## src/rtl/f8_arb_pkg.sv

```systemverilog
// Shared types for the f8 RAM arbiter: access-owner encoding and counter width.
package f8_arb_pkg;

    localparam int WAIT_CNT_WIDTH = 4;

    typedef enum logic [1:0] {
        OWNER_NONE = 2'd0,
        OWNER_CPU  = 2'd1,
        OWNER_DMA  = 2'd2
    } owner_t;

endpackage

```

## src/rtl/f8_arb_wait_ctr.sv

```systemverilog
// Saturating starvation counter: counts consecutive cycles a DMA request is denied.
module f8_arb_wait_ctr
    import f8_arb_pkg::*;
#(
    parameter int MAX_WAIT = 4
) (
    input  logic clk,
    input  logic rst_n,
    input  logic req,
    input  logic win,
    output logic sat
);

    localparam logic [WAIT_CNT_WIDTH-1:0] MAX_CNT = WAIT_CNT_WIDTH'(MAX_WAIT);

    logic [WAIT_CNT_WIDTH-1:0] wait_cnt_q, wait_cnt_d;

    always_comb begin
        wait_cnt_d = wait_cnt_q;
        if (!req || win) begin
            wait_cnt_d = '0;
        end else if (wait_cnt_q != MAX_CNT) begin
            wait_cnt_d = wait_cnt_q + 1'b1;
        end
    end

    always_ff @(posedge clk or negedge rst_n) begin
        if (!rst_n) begin
            wait_cnt_q <= '0;
        end else begin
            wait_cnt_q <= wait_cnt_d;
        end
    end

    assign sat = (wait_cnt_q == MAX_CNT);

endmodule

```

## src/rtl/f8_mem_arbiter.sv

```systemverilog
// Shares the f8 single-port RAM between the core data port (priority) and a
// DMA/debug port that is forced through after MAX_WAIT denied cycles.
module f8_mem_arbiter
    import f8_arb_pkg::*;
#(
    parameter int ADDR_WIDTH = 16,
    parameter int DATA_WIDTH = 8,
    parameter int MAX_WAIT   = 4
) (
    input  logic                  clk,
    input  logic                  power_on_reset_n,
    input  logic                  cpu_req,
    input  logic                  cpu_we,
    input  logic [ADDR_WIDTH-1:0] cpu_addr,
    input  logic [DATA_WIDTH-1:0] cpu_wdata,
    output logic                  cpu_stall,
    output logic [DATA_WIDTH-1:0] cpu_rdata,
    input  logic                  dma_req,
    input  logic                  dma_we,
    input  logic [ADDR_WIDTH-1:0] dma_addr,
    input  logic [DATA_WIDTH-1:0] dma_wdata,
    output logic                  dma_gnt,
    output logic [DATA_WIDTH-1:0] dma_rdata,
    output logic                  dma_rvalid,
    output logic                  mem_en,
    output logic                  mem_we,
    output logic [ADDR_WIDTH-1:0] mem_addr,
    output logic [DATA_WIDTH-1:0] mem_wdata,
    input  logic [DATA_WIDTH-1:0] mem_rdata
);

    logic   sat;
    logic   dma_win;
    owner_t owner_q, owner_d;
    logic   dma_rvalid_q, dma_rvalid_d;

    f8_arb_wait_ctr #(
        .MAX_WAIT(MAX_WAIT)
    ) u_wait_ctr (
        .clk   (clk),
        .rst_n (power_on_reset_n),
        .req   (dma_req),
        .win   (dma_win),
        .sat   (sat)
    );

    // Counter is held at 0 in reset, so the CPU keeps priority there too.
    assign dma_win   = dma_req && (!cpu_req || sat);
    assign cpu_stall = cpu_req && dma_win;
    assign dma_gnt   = dma_win;

    assign mem_en = cpu_req || dma_req;

    always_comb begin
        if (dma_win) begin
            mem_we    = dma_we;
            mem_addr  = dma_addr;
            mem_wdata = dma_wdata;
        end else begin
            mem_we    = cpu_we;
            mem_addr  = cpu_addr;
            mem_wdata = cpu_wdata;
        end
    end

    always_comb begin
        owner_d = OWNER_NONE;
        if (dma_win) begin
            owner_d = OWNER_DMA;
        end else if (cpu_req) begin
            owner_d = OWNER_CPU;
        end
        dma_rvalid_d = (owner_d == OWNER_DMA) && !dma_we;
    end

    always_ff @(posedge clk or negedge power_on_reset_n) begin
        if (!power_on_reset_n) begin
            owner_q      <= OWNER_NONE;
            dma_rvalid_q <= 1'b0;
        end else begin
            owner_q      <= owner_d;
            dma_rvalid_q <= dma_rvalid_d;
        end
    end

    // Both ports see the RAM output; each side qualifies it on its own.
    assign cpu_rdata  = mem_rdata;
    assign dma_rdata  = mem_rdata;
    assign dma_rvalid = dma_rvalid_q;

    a_rvalid_owner: assert property (@(posedge clk) disable iff (!power_on_reset_n)
        dma_rvalid_q |-> (owner_q == OWNER_DMA));

endmodule

```

## config.mk

```make
export PLATFORM = sky130hd
export DESIGN_NAME = f8_mem_arbiter
export DESIGN_NICKNAME = d
export VERILOG_FILES = /design/src/rtl/f8_arb_pkg.sv /design/src/rtl/f8_arb_wait_ctr.sv /design/src/rtl/f8_mem_arbiter.sv
export SDC_FILE = /design/constraint.sdc
export NUM_CORES = 1
export LEC_CHECK = 0
export ABC_CLOCK_PERIOD_IN_PS = 2780
export CORE_AREA = 10 10 66 68
export DETAILED_ROUTE_END_ITERATION = 10
export DIE_AREA = 0 0 76 78
export PLACE_DENSITY = 0.89
export REMOVE_ABC_BUFFERS = 1
export SYNTH_ARGS = -nofsm -noshare
export SYNTH_HDL_FRONTEND = slang
export SYNTH_SLANG_ARGS = --single-unit
```

## constraint.sdc

```tcl
create_clock -name clk -period 2.78 [get_ports clk]
set_input_delay 0.556 -clock clk [delete_from_list [all_inputs] [get_ports clk]]
set_output_delay 0.556 -clock clk [all_outputs]
set_load 0.01 [all_outputs]
```

==> key figures <==
Place
  – Area after DPL: 0.001515 mm2
  – Gpl congestion: 0.6688
  – Post-DP HPWL: 2726 um
  – Port Buffer Count: 82

Power
  – Switch share: 0.2471
  – Power per cell area: 236.0 mW/mm2
  – Leak: 0.0006957 uW
  – Reg power frac: 0.209
  – Net Sw Power: 90.49 uW
  – Clock power frac: 0.215
  – Combinational power share: 0.576
  – Power Internal: 275.7 uW
  – Peak supply drop: 0.00009097 V

CTS
  – Total CTS buffers: 3
  – Clk Latency, worst-skew pair: 230 ps
  – # clock sinks: 5
  – Reg clk slew, reported paths: 40 ps
  – Root buffer cell: clkbuf_4
  – CTS Buffer Depth: 2
  – H-tree Lvls: 1
  – TritonCTS clock tree: yes

Finish
  – Layout cells sized above 1: 0.2624
  – Final instance area: 0.001551 mm2
  – N_diodes: 0
  – Final core utilization: 0.4880
  – Final layout net count: 206
  – Area grow syn2layout: 104.6%

Worst hold path
  – Hold Crit Class: reg -> reg
  – Hold_sp: u_wait_ctr.wait_cnt_q[0]$_DFFE_PN0P_

Drt
  – DRT antenna net count: 0
  – Initial DRC Count: 11
  – Via count: 770
  – Avg Vias per Cell: 4.118
  – DRC: 0
  – Wire per inst: 16.34 um
  – DR pass1 iterations: 2
  – Final wirelength: 3055 um

GRT
  – Met1 Track Usage GR: 0.07325
  – Via count of the first global-routing pass: 980
  – Largest net degree at the start of global routing: 14
  – Initial antenna violation count: 0
  – First-pass GRT wire length: 4685 um
  – Met3 Use GR: 0.05876
  – Busiest grt layer: met2
  – GRT Util Overall: 0.09619
  – Met2 Usage GRT: 0.1930
  – Grt ovf: 0

Synthesis
  – Synth top area share: 0.3366
  – Mean Syn Cell Area: 11.32 um2
  – Top post-synthesis cells by area: mux2_4, dfrtp_1, buf_4
  – Post-synthesis sequential area ratio: 0.1650
  – Synthesized cell area: 758.2 um2
  – Main flop type after synthesis: dfrtp_1
  – Yosys reg bits: 5
  – Yosys top cell by area: mux2_4
  – Post-synthesis cell count: 67
  – Unique masters post-synth: 17
  – Post-synth EDFFs: 0
  – Async S/R FF share, synth: 1.000
  – YS warnings: 0
  – Commonest cells in the netlist: mux2_4, buf_4, mux2_2, dfrtp_1, nor2_1
  – Most frequent cell after synthesis: mux2_4

Floorplan
  – Top Ports: 107
  – Row cnt: 21
  – Starting Density: 0.2385
  – Die Y-Extent: 78 um
  – Die footprint: 0.005928 mm2
  – DIE WIDTH: 76 um
  – Core Area: 0.003179 mm2

STA
  – Pins Over Slew Limit: 0
  – Final setup violation count: 0
  – Final clock skew: 0.8268 ps
  – Unrepaired setup endpoints after global routing: false
  – Smallest hold slack: 497.8 ps
  – Fin. Hold Viols: 0
  – Peak Freq: 0.3736 GHz
  – Max-slew headroom: 0.8551
  – Final Cycle Share: 0.9628
  – Period minus WS final: 2677 ps
  – Slew @ Worst Pin: 216.7 ps

Worst setup path
  – CP startpoint kind: input port
  – Worst R2R Start: u_wait_ctr.wait_cnt_q[0]$_DFFE_PN0P_
  – CP arrival: 2120 ps
  – Worst-path cell chain: clkdlybuf4s50_1 -> a21boi_4 -> buf_4 -> buf_12 -> mux2_2 -> dlygate4sd2_1
  – Max stage delay on crit path: 490 ps
  – WS Path Type: in -> out
  – Slowest CP cell: clkdlybuf4s50_1
  – CP Capture Type: output port
  – CP Launch Point: dma_req
  – Worst Path Max Fanout: 13
  – Required time worst endpoint: 2220 ps

Outcome
  – Status: completed

Flow run
  – Maxcap violations: 0
## state kept, by name (all words and copies together) (netlist names)
signal / flops
dma_rvalid: 1
u_wait_ctr.wait_cnt_q: 4
## power by group through the flow
stage / combinational [uW] / clock [uW] / sequential (uW)
2_1_floorplan: 75.7 / 0 / 77.5
3_3_place_gp: 224 / 0 / 77.2
3_5_place_dp: 229 / 0 / 77.5
4_1_cts: 216 / 82.6 / 76.5
5_1_grt: 226 / 87.5 / 76.8
6_report: 211 / 78.8 / 76.5
## timing repair
item,CTS,global route
setup buffers,2,0
setup endpoints to repair,26,0
resized for setup,27,0
hold buffers,0,0
## cells by family (layout without fill, tap and decap cells)
logic type,count (synthesis),after routing,synth area share
simple gates,10,10,0.06767
flops,5,5,0.1650
compound gates,1,1,0.01485
buf+inv,22,96,0.2409
mux,25,25,0.4554
fa+ha+maj,2,2,0.03300
xor+xnor,2,2,0.02311
## metal layers
| layer | vias to the layer above | wire length, um |
|---|---|---|
| li1 | 359 | - |
| met1 | 346 | 891 |
| met2 | 65 | 1803 |
| met3 | 0 | 359 |
| met4 | 0 | 0 |
| met5 | - | 0 |
## path summary, 6_finish.rpt
kind / to / slack [ps] / depth (start not counted)
worst max-delay path: mem_addr[1] / 100 / 6
worst min-delay path: u_wait_ctr.wait_cnt_q[0]$_DFFE_PN0P_ / 500 / 1
worst min register to register: u_wait_ctr.wait_cnt_q[0]$_DFFE_PN0P_ / 500 / 1
max in group asynchronous: u_wait_ctr.wait_cnt_q[2]$_DFFE_PN0P_ / 2060 / 1
worst max register to register: dma_rvalid$_DFF_PN0_ / 1230 / 8
min in group asynchronous: dma_rvalid$_DFF_PN0_ / 540 / 1
## worst max-delay path: cells and delay by family
kind	cells	cell delay [ps]
buf+inv	4	1050
mux	1	340
compound gates	1	180
## stage by stage
stage                     worst slack [ps]  instances  TNS, ps  total power (uW)
after floorplan                     -16.57         48   -132.6             153.2
after global placement              -84.11        180    -1469             301.2
after detailed placement            -129.4        180    -2354             306.2
after CTS                            87.54        187        0             374.7
after global routing                 24.81        187        0             389.9
final                                103.5        187        0             366.2
## placed cells by master, fill, tap and decap left out, drive strengths merged
cell type,instances
nand3b,1
a21boi,1
dfrtp,5
nor2,4
xnor2,1
clkdlybuf4s50,56
nor2b,1
clkbuf,4
ha,2
dlygate4sd2,26
or2,1
buf,7
xor2,1
nand3,2
and2,1
mux2,25
inv,3
## layout make-up
type / count / area, um2
fillers: 304 / 1628
flip-flops and latches: 5 / 125.1
multi-input cells: 40 / 457.9
clock buffers: 4 / 26.28
repair buffers: 89 / 873.3
inverters: 3 / 11.26
well taps: 46 / 57.56
No activity file was read; power rests on OpenSTA's default activity.
==> patch 1, RTL diff (same flow settings) <==
`ADDR_WIDTH`: 16 -> 14.
--- a/src/rtl/f8_mem_arbiter.sv
+++ b/src/rtl/f8_mem_arbiter.sv
@@ -3,7 +3,7 @@
 module f8_mem_arbiter
     import f8_arb_pkg::*;
 #(
-    parameter int ADDR_WIDTH = 16,
+    parameter int ADDR_WIDTH = 14,
     parameter int DATA_WIDTH = 8,
     parameter int MAX_WAIT   = 4
 ) (
Ports: changed (resized cpu_addr, dma_addr and mem_addr); port bits go from 107 to 101. The function was not compared with the original's and may differ.
==> patch 1 against the unedited design <==
Die area is the same; sequential cell count is the same; design area shrank 12%; power shrank 6.7%; sequential power is essentially flat; area after synthesis shrank 13%; worst setup slack gained 0.019 ns; global-route usage grew 0.50 points; wire length shrank 2.0%; critical endpoint is now cpu_stall; largest cell class unchanged.
==> patch 1: results (changes against the unedited design) <==
drt via density 4.16 (+1.0%); Flop pwr share 0.224 (+0.015); buffering overhead 0.559 (-0.00360); Synth area leaders mux2_2, dfrtp_1, buf_4; Worst EP arrival 2.10 ns (-0.02 ns); Non-clk bufs 79 (-11%); Synth top cells by count mux2_2, buf_4, dfrtp_1; Internal Power 249 uW (-9.7%); DP Worst Slack -0.0985 ns (+0.0309 ns); dpl hpwl 2700 um (-0.99%); post-synthesis sequential area ratio 0.189 (+0.0237); M3 GR Usage 0.109 (+0.0507); area occupied by multi-input gates 384 um2 (-16%); Placed Cells 171 (-5.0%); met3 WL 683 um (+90%); met2 usage 0.165 (-0.0281); Worst-Skew Late Latency 0.25 ns (+0.02 ns); comb_multi_in 38 (-5.0%); Comb power frac 0.521 (-0.055); fraction of the cycle the final worst path needs 0.956 (-0.00669); share of cells above drive strength 1 0.233 (-0.0299); PortBufs 76 (-7.3%); Starting DRT DRC Count 7 (-4); highest routed metal layer met4; GRT met1 Usage 0.0727 (-0.000559); Fill cells 309 (+1.6%); slowest stage delay, CP 0.53 ns (+0.04 ns); clock-cell share of area 0.0192 (+0.00223); Final Wtd Congestion 0.709 (+6.0%); first-pass GRT wire length 4800 um (+2.3%); worst-path maximum fanout 26 (+13); Final Hold Violating Endpoints 0 (unchanged); Syn Inst Count 64 (-4.5%); Register-to-Register Setup Slack 1.42 ns (+0.19 ns); CP endpoint cpu_stall; worst vdd ir 0.0873 mV (-4.0%); worst slew pin tran 0.217 ns (+0.000758 ns); nets 190 (-7.8%); Tot GR Track Use 0.101 (+0.00502); status finished clean; placed inst area 1370 um2 (-9.3%); wirelength, routed 2990 um (-2.0%); clock skew 0.00393 ns (+0.00310 ns); WL met2 1410 um (-22%)
-- patch 1: cell types whose count changed in the layout (fill, tap and decap cells not counted) --
cell and delta:
buf_16 -1, buf_4 -3, clkdlybuf4s50_1 -3, dlygate4sd2_1 -3
mux2_1 +2, mux2_2 +13, mux2_4 -17, nand3b_1 -1
nand3b_4 +1
-- patch 1: worst register-to-register path, delay by kind of cell, from the launching register on --
kind	cells	cell delay (ns)
DFF	1	0.40
and+or+nand+nor	2	0.24
buffers and inverters	2	0.26
adders and majority gates	1	0.20
AOI/OAI and AO/OA	1	0.18
-- patch 1: kinds of logic after synthesis --
group / synth area share
adder cells (fa/ha/maj): 0.0377
AND/OR/NAND/NOR: 0.0962
XOR/XNOR: 0.0264
multiplexers: 0.391
flip-flops: 0.189
buffers and inverters: 0.232
AO/OA/AOI/OAI: 0.0283
-- patch 1: timing repair --
action                                  4_1_cts  5_1_grt
setup buffers                                 0        0
gates resized for setup                      23        0
endpoints found under the setup margin       23        0
hold buffers                                  0        0
==> patch 2, RTL diff (same flow settings) <==
Without the edit above. Make the reset (`power_on_reset_n` and `rst_n`) synchronous in 2 clocked blocks.
--- a/src/rtl/f8_arb_wait_ctr.sv
+++ b/src/rtl/f8_arb_wait_ctr.sv
@@ -24,7 +24,7 @@
         end
     end
 
-    always_ff @(posedge clk or negedge rst_n) begin
+    always_ff @(posedge clk) begin
         if (!rst_n) begin
             wait_cnt_q <= '0;
         end else begin
--- a/src/rtl/f8_mem_arbiter.sv
+++ b/src/rtl/f8_mem_arbiter.sv
@@ -73,7 +73,7 @@
         dma_rvalid_d = (owner_d == OWNER_DMA) && !dma_we;
     end
 
-    always_ff @(posedge clk or negedge power_on_reset_n) begin
+    always_ff @(posedge clk) begin
         if (!power_on_reset_n) begin
             owner_q      <= OWNER_NONE;
             dma_rvalid_q <= 1'b0;
Check against the original RTL: differs if power_on_reset_n is asserted again (counterexample within 4 cycles, from zero or initial values and one cycle with power_on_reset_n low); with power_on_reset_n held inactive, the same outputs for 10 cycles.
==> patch 2 against the unedited design <==
Fmax down 1.0%; design area shrank 2.3%; global-route usage shrank 0.32 points; power down 1.0%; sequential cell count unchanged; area after synthesis down 0.66%; worst setup slack got worse by 0.027 ns; first-iteration DRC count fell by 27%; wire length decreased by 0.65%; largest cell class unchanged.
==> patch 2: results (changes against the unedited design) <==
status finished clean; Compound-Gate Fraction of Synth Area 0.0150 (+0.0000987); dpl hpwl 2660 um (-2.3%); Tot GR Track Use 0.0930 (-0.00317); Placed Cells 178 (-1.1%); vias 755 (-1.9%); wirelength, routed 3040 um (-0.65%); Fill cells 291 (-4.3%); placed inst area 1500 um2 (-1.3%); Post-Synth XOR/XNOR Area 0.0233 (+0.000154); highest routed metal layer met4; reg2reg end dma_rvalid; Post-Synth Adder-Cell Area 0.0332 (+0.000219); Sw Pwr 93.4 uW (+3.2%); nets 202 (-1.9%); WL met2 1630 um (-9.6%); DRT met1 WL 854 um (-4.2%); TritonRoute pass-1 iters 4 (+2); Min Hold Slack 0.458 ns (-0.0397 ns); Synth area leaders mux2_4, buf_4, dfxtp_1; met3 WL 520 um (+45%); worst vdd ir 0.0955 mV (+5.0%); fin crit period 2.70 ns (+0.0270 ns); Worst EP arrival 2.15 ns (+0.03 ns); GRT met1 Usage 0.0665 (-0.00671); Synth top cells by count mux2_4, buf_4, mux2_2; leak pwr 0.000659 uW (-5.3%); Hold Crit Endpoint u_wait_ctr.wait_cnt_q[0]; number of global-route vias before repair 906 (-7.6%); Post-CTS Setup Repair Bufs 0 (-2); Synth async-reset ratio 0 (-1.00); Slew HR 0.866 (+0.0108); clock skew 0.00110 ns (+0.000275 ns); Register-to-Register Setup Slack 1.41 ns (+0.18 ns); post-synthesis mux area share 0.458 (+0.00303); r2r startpoint u_wait_ctr.wait_cnt_q[0]; slowest stage delay, CP 0.53 ns (+0.04 ns); first-pass GRT wire length 4430 um (-5.5%); Ys Warns 0 (unchanged); M3 GR Usage 0.0806 (+0.0219); met2 usage 0.170 (-0.0230); post-synthesis sequential area ratio 0.133 (-0.0321); largest net degree at the start of global routing 29 (+15); Final Wtd Congestion 0.705 (+5.4%); Starting DRT DRC Count 8 (-3); share of cells above drive strength 1 0.255 (-0.00694); DP Worst Slack -0.110 ns (+0.0195 ns); post-synth cell types 20 (+3); Hold Crit Start u_wait_ctr.wait_cnt_q[0]; most used flip-flop cell after synthesis dfxtp_1; r2r worst-path depth 6 (-2); WL/cell 16.6 um (+1.5%); CP endpoint cpu_stall; worst-path maximum fanout 14 (+1)
## patch 2: cell types whose count changed after synthesis, sizes merged
cell | before | now
nand3 | 2 | 1
dfrtp | 5 | 0
and3b | 0 | 1
nor2b | 1 | 0
nand2 | 0 | 1
dfxtp | 0 | 5
and3 | 0 | 2
nor2 | 4 | 3
inv | 3 | 2
## patch 2: power by group through the flow
stage	sequential (uW)	clock (uW)	combinational [uW]
after global placement	75.1	0	218
after floorplan	75.3	0	74.4
after global routing	74.1	97.2	216
after detailed placement	75.2	0	223
after CTS	73.9	90.0	202
final	74.0	85.7	203
## patch 2: area by class of cell
type	instances	area, um2	share of cell area
timing repair buffer	85	842	0.556
multi-input combinational	41	482	0.318
sequential	5	100	0.0661
tap	46	57.6	0.0380
clock buffer	4	26.3	0.0173
inverter	2	7.51	0.00495
## patch 2: timing repair
action                                 in CTS  in global routing
gates cloned                                0                  1
setup endpoints to repair                  25                  1
endpoints found under the hold margin       0                  0
gates resized for setup                    25                  0
